File: src/rtl/writeback_stage.sv
// Writeback stage: MEM/WB pipeline register, writeback select, 8-entry register file
// with write-through read bypass, forwarding port to execute, and retired-write counter.
module writeback_stage #(
    parameter int DATA_W     = 16,
    parameter int REG_ADDR_W = 3,
    parameter int NUM_REGS   = 8
) (
    input  logic                  clk,
    input  logic                  reset,
    input  logic                  IRegWrite,
    input  logic                  IRegStore,
    input  logic [DATA_W-1:0]     IALUResult,
    input  logic [DATA_W-1:0]     StoreMem,
    input  logic [REG_ADDR_W-1:0] rdWB,
    input  logic                  stall,
    input  logic                  flush,
    input  logic [REG_ADDR_W-1:0] rs1,
    input  logic [REG_ADDR_W-1:0] rs2,
    output logic [DATA_W-1:0]     rdata1,
    output logic [DATA_W-1:0]     rdata2,
    output logic                  fwd_valid,
    output logic [REG_ADDR_W-1:0] fwd_rd,
    output logic [DATA_W-1:0]     fwd_data,
    output logic [15:0]           retired
);

    logic                  wb_we_q, wb_we_d;
    logic                  wb_sel_q, wb_sel_d;
    logic [DATA_W-1:0]     wb_alu_q, wb_alu_d;
    logic [REG_ADDR_W-1:0] wb_rd_q, wb_rd_d;
    logic                  committed_q, committed_d;
    logic [NUM_REGS-1:0][DATA_W-1:0] regs_q, regs_d;
    logic [15:0]           retired_q, retired_d;

    logic [DATA_W-1:0]     wb_data;
    logic                  pending;
    logic                  commit;

    // StoreMem comes straight from the synchronous RAM and already lines up with WB.
    assign wb_data = wb_sel_q ? StoreMem : wb_alu_q;
    assign pending = wb_we_q & ~committed_q;
    assign commit  = pending & (wb_rd_q != '0);

    always_comb begin
        wb_we_d  = wb_we_q;
        wb_sel_d = wb_sel_q;
        wb_alu_d = wb_alu_q;
        wb_rd_d  = wb_rd_q;
        if (flush || !stall) begin
            wb_we_d  = flush ? 1'b0 : IRegWrite;
            wb_sel_d = IRegStore;
            wb_alu_d = IALUResult;
            wb_rd_d  = rdWB;
        end
    end

    // A held entry commits once; the flag drops as soon as a new entry loads.
    always_comb begin
        committed_d = committed_q;
        if (flush || !stall)
            committed_d = 1'b0;
        else if (commit)
            committed_d = 1'b1;
    end

    always_comb begin
        regs_d    = regs_q;
        retired_d = retired_q;
        if (commit) begin
            regs_d[wb_rd_q] = wb_data;
            retired_d       = retired_q + 16'd1;
        end
    end

    always_ff @(posedge clk or negedge reset) begin
        if (!reset) begin
            wb_we_q     <= 1'b0;
            wb_sel_q    <= 1'b0;
            wb_alu_q    <= '0;
            wb_rd_q     <= '0;
            committed_q <= 1'b0;
            regs_q      <= '0;
            retired_q   <= '0;
        end else begin
            wb_we_q     <= wb_we_d;
            wb_sel_q    <= wb_sel_d;
            wb_alu_q    <= wb_alu_d;
            wb_rd_q     <= wb_rd_d;
            committed_q <= committed_d;
            regs_q      <= regs_d;
            retired_q   <= retired_d;
        end
    end

    always_comb begin
        rdata1 = '0;
        rdata2 = '0;
        if (rs1 != '0)
            rdata1 = (pending && rs1 == wb_rd_q) ? wb_data : regs_q[rs1];
        if (rs2 != '0)
            rdata2 = (pending && rs2 == wb_rd_q) ? wb_data : regs_q[rs2];
    end

    assign fwd_valid = commit;
    assign fwd_rd    = wb_rd_q;
    assign fwd_data  = wb_data;
    assign retired   = retired_q;

endmodule

File: config.mk
export PLATFORM = sky130hd
export DESIGN_NAME = writeback_stage
export DESIGN_NICKNAME = d
export VERILOG_FILES = /design/src/rtl/writeback_stage.sv
export SDC_FILE = /design/constraint.sdc
export NUM_CORES = 1
export LEC_CHECK = 0
export ABC_CLOCK_PERIOD_IN_PS = 5700
export CORE_MARGIN = 1.5
export CORE_UTILIZATION = 45
export DETAILED_ROUTE_END_ITERATION = 7
export GPL_TIMING_DRIVEN = 0
export HOLD_SLACK_MARGIN = 0.12
export PLACE_DENSITY = 0.67
export SLEW_MARGIN = 0
export SYNTH_ARGS = -nofsm -noshare
export SYNTH_HDL_FRONTEND = slang
export SYNTH_SLANG_ARGS = --single-unit
File: constraint.sdc
create_clock -name clk -period 5.7 [get_ports clk]
set_clock_uncertainty 0.15 [all_clocks]
set_input_delay 1.14 -clock clk [delete_from_list [all_inputs] [get_ports clk]]
set_output_delay 1.14 -clock clk [all_outputs]
set_load 0.02 [all_outputs]
# After elaboration in Yosys (flattened, before gate mapping)
# Index checks and enable logic that the tools add are counted.
[classes]
bitwise_logic = 3
n_addsub = 1
reduce_logical = 9
eq_ne = 2
n_mux = 15
magnitude_cmp = 4
[op_table]
columns = ["cell", "n"]
rows = [
  ["$bwmux W128", 1],
  ["$mux W16", 8],
  ["$bmux W16 S3", 2],
  ["$demux W16 S3", 1],
  ["$add A16 B1 Y16 const B", 1],
  ["$lt A3 B4 Y1 const B", 3],
  ["$reduce_bool A3 Y1", 3],
  ["$eq A3 B3 Y1", 2],
  ["$ge A3 B1 Y1 const B", 1],
  ["$logic_and A1 B1 Y1", 3],
  ["$mux W1", 3],
  ["$and A1 B1 Y1", 2],
  ["$reduce_bool A2 Y1", 1],
  ["$logic_not A1 Y1", 1],
  ["$logic_or A1 B1 Y1", 1],
  ["$not A1 Y1", 1],
]
[totals]
regBits = 166
word_cells = 48
input_bits = 47
out_inout_bits = 68

# Logic depth before layout (Yosys ltp)
[depth]
ltp_word = 5
mapped_depth = 7
mapped_depth_nobuf = 5

# Worst setup path before layout
# Ideal clock, no wire load.
[synth_path]
path_type = "input to output"
from = "in rs1[2]"
to = "out rdata1[10]"
path_stages = 6
path_slack_ps = 1855
arrival_ps = 2555
t_required_ps = 4410
path_buffers = 2
cell_sequence = "clkbuf_2 -> xor2_1 -> nor4_4 -> buf_2 -> a211oi_1 -> a211oi_1"
[synth_between]
elab_chain_len = 4
elab_cells_between_ends = 7
cone_classes = "eq/ne: 1; mux: 4; reduce/logical: 2"
[synth_lines]
columns = ["item", "line_no", "text"]
rows = [
  ["start: declaration", "17", "input logic [REG_ADDR_W-1:0] rs1,"],
  ["$bmux W16 S3 / $eq A3 B3 Y1 (equally long branches)", "99", "rdata1 = (pending && rs1 == wb_rd_q) ? wb_data : regs_q[rs1];"],
  ["$mux W16 (implied by the code) / $logic_and A1 B1 Y1 (equally long branches)", "99", ""],
  ["$mux W16", "99", ""],
  ["$mux W16 *", "98", "if (rs1 != '0)"],
  ["end: declaration", "19", "output logic [DATA_W-1:0] rdata1,"],
]
# Every way passes the cells marked *; elsewhere a longest branch is shown, timed or not. The select of a mux whose other input is x is not followed.

# Worst setup path after layout
[layout_path]
from = "in rs1[1]"
to = "out rdata1[8]"
# Same word-level chain as after synthesis.

==> results.json <==
{
  "p_leak_nw": 4.51,
  "fin_area_um2": 10700,
  "intPower_mw": 2.72,
  "max_slew_margin_pct": 20.2,
  "clk_latency_ns": 0.43,
  "grt_max_degree": 85,
  "pin_count": 115,
  "outcome": "finished clean",
  "slew_viol_final": 0,
  "cp-start-kind": "primary input",
  "syn_nets": 837,
  "dpl.cell_count": 1137,
  "post_cts_buffers": 0,
  "grt_usage_pct": 25.3,
  "fmax_mhz": 188,
  "die_y_um": 142,
  "dpl.hpwl_um": 17800,
  "cts_tree": "done",
  "rsz0062_at_grt": "false",
  "cp_slowest_stage_delay_ns": 0.69,
  "drt_iter0_markers": 602,
  "start_util_pct": 46.1,
  "num_rows": 50,
  "die-area_um2": 20100,
  "remaining_drc_errors": 0,
  "final_util_pct": 56.9,
  "cts.sinks": 166,
  "mostFrequentLayoutCell": "dfrtp_1",
  "via_per_inst": 5.82,
  "crit_type": "in2out",
  "p_clk_share_pct": 28.0,
  "wl_per_cell_um": 20.8,
  "drv_cap": 0,
  "grtUsageMet3_pct": 5.53,
  "swShare_pct": 32.5,
  "p_total_mw": 4.04,
  "met1_usage_pct": 33.9,
  "grt_first_pass_wirelength_um": 38500,
  "io_buffers": 113,
  "num_antenna_cells": 0,
  "drive_gt1_share_pct": 16.5,
  "holdWs_ns": 0.325,
  "ctsHoldBuffers": 0,
  "p_sw_mw": 1.31,
  "yosysWarnings": 0,
  "min_path_type": "reg2reg",
  "fillers": 1647,
  "ys_seq_area_share_pct": 48.0,
  "numCtsBuffers": 17,
  "gp_congestion": 0.868,
  "area_growth_pct": 23.4,
  "tightest_slew_ns": 1.16,
  "period_share_pct": 93.1,
  "vias": 6790,
  "placed_area_um2": 10100,
  "ctsResizeCount": 0,
  "antenna_found_initial": 0,
  "worstPathMaxFanout": 10,
  "synth_area_um2": 8660,
  "avgSynthCellArea_um2": 11.0,
  "post-place-ws_ns": 0.446,
  "cp_cell_sequence": "clkdlybuf4s50_1, buf_6, buf_6, nand2b_1, buf_2, o22ai_1, a211oi_1, a211oi_1, clkdlybuf4s50_1",
  "final-seq-area_um2": 4150,
  "crit_arrival_ns": 4.02,
  "multi_input_area_um2": 4000,
  "fp.dieW_um": 142,
  "p_comb_share_pct": 29.2,
  "synth.distinct_cells": 37,
  "syn-instance-count": 789,
  "ant_nets": 0,
  "nets": 970,
  "finalCriticalPeriod_ns": 5.31,
  "grt_pass1_vias": 6765,
  "ys_ff_latch": 166,
  "routed_wirelength_um": 24300,
  "p_seq_share_pct": 42.7,
  "irDropWorstVdd_mv": 0.238,
  "critPathRequiredTime_ns": 4.41,
  "clock-root-buffer": "clkbuf_16",
  "path_buf_inv": 5,
  "critPathTopFamily": "buffers and inverters",
  "core-area_um2": 18800,
  "drtPass1Iterations": 5,
  "hold_viol_final": 0,
  "stdcell_count": 1167,
  "grt.busiest_layer": "met2",
  "grt_use_met2_pct": 40.4,
  "fin_ws_ns": 0.392,
  "clockBufferDepth": 2,
  "htree_levels": 4,
  "gr-total-overflow": 0,
  "finalSetupViolCount": 0,
  "slowest_stage": "clkdlybuf4s50_1",
  "crit_path_end_kind": "output pin",
  "power_density_nw_per_um2": 378,
  "most-common-layout-cells": "166 x dfrtp_1, 112 x clkdlybuf4s50_1, 77 x mux2i_1",
  "final.setup.tns_ns": 0,
  "clk_pin_slew_ns": 0.07
}
## cell usage after synthesis, drive strengths merged
master | count | area, µm²
nand2b | 4 | 25.0
and2 | 1 | 6.26
inv | 19 | 71.3
a211oi | 64 | 505
xnor2 | 10 | 87.6
or2 | 2 | 12.5
nor2 | 72 | 270
xor2 | 11 | 96.3
o21ai | 50 | 288
clkbuf | 37 | 140
nor4 | 4 | 67.6
buf | 44 | 295
mux4 | 34 | 766
and4 | 1 | 8.76
nand3 | 5 | 25.0
and3 | 3 | 18.8
dfrtp | 166 | 4150
nand3b | 1 | 7.51
nor3 | 5 | 35.0
nand2 | 55 | 206
or4 | 2 | 15.0
mux2i | 77 | 771
nor2b | 3 | 18.8
nand4 | 5 | 31.3
a21oi | 64 | 320
ha | 1 | 12.5
mux2 | 19 | 214
o22ai | 30 | 188
## flip-flops by register name (all words and copies together) (netlist names)
| signal | count |
|---|---|
| wb_alu_q | 16 |
| wb_sel_q | 1 |
| wb_we_q | 1 |
| regs_q | 128 |
| retired | 16 |
| committed_q | 1 |
| fwd_rd | 3 |
## cell type report
class	count	share of cell area, %
Sequential cell	166	38.9
Multi-Input combinational cell	523	37.4
Timing Repair Buffer	114	10.9
Clock buffer	19	4.15
Buffer	81	4.08
Tap cell	234	2.74
Clock inverter	11	1.18
Inverter	19	0.668
## power by group through the flow
stage                     sequential, mW  clock (mW)  combinational [mW]
after floorplan                     1.68           0               0.774
after global placement              1.72           0                1.15
after detailed placement            1.73           0                1.18
after CTS                           1.72        1.15                1.18
after global routing                1.77        1.19                1.29
final                               1.73        1.13                1.18
## layer usage
layer  vias to the layer above  share of wire, %
li1                       3131                 -
met5                         -                 0
met1                      3360                43
met3                        46               6.3
met2                       253                48
met4                         0               2.6
## path summary, 6_finish.rpt
check / start / endpoint / slack [ns] / cells after the start
max: rs1[1] / rdata1[8] / 0.39 / 9
min: retired[15]$_DFFE_PN0P_ / retired[15]$_DFFE_PN0P_ / 0.33 / 1
max reg2reg: wb_sel_q$_DFFE_PN0P_ / regs_q[74]$_DFFE_PN0P_ / 3.28 / 4
min reg2reg: retired[15]$_DFFE_PN0P_ / retired[15]$_DFFE_PN0P_ / 0.33 / 1
max in group asynchronous: reset / wb_alu_q[12]$_DFFE_PN0P_ / 3.97 / 2
min in group asynchronous: reset / regs_q[35]$_DFFE_PN0P_ / 0.56 / 1
## cell families (layout without fill, tap and decap cells)
kind of cell    count (synthesis)  in the layout  synth area share, %
simple gates                  163            163                 8.64
flops                         166            166                 48.0
fa+ha+maj                       1              1                0.145
buf+inv                       100            244                 5.85
mux                           130            130                 20.2
compound gates                208            208                 15.0
xor+xnor                       21             21                 2.12
(Power assumes the default switching activity.)
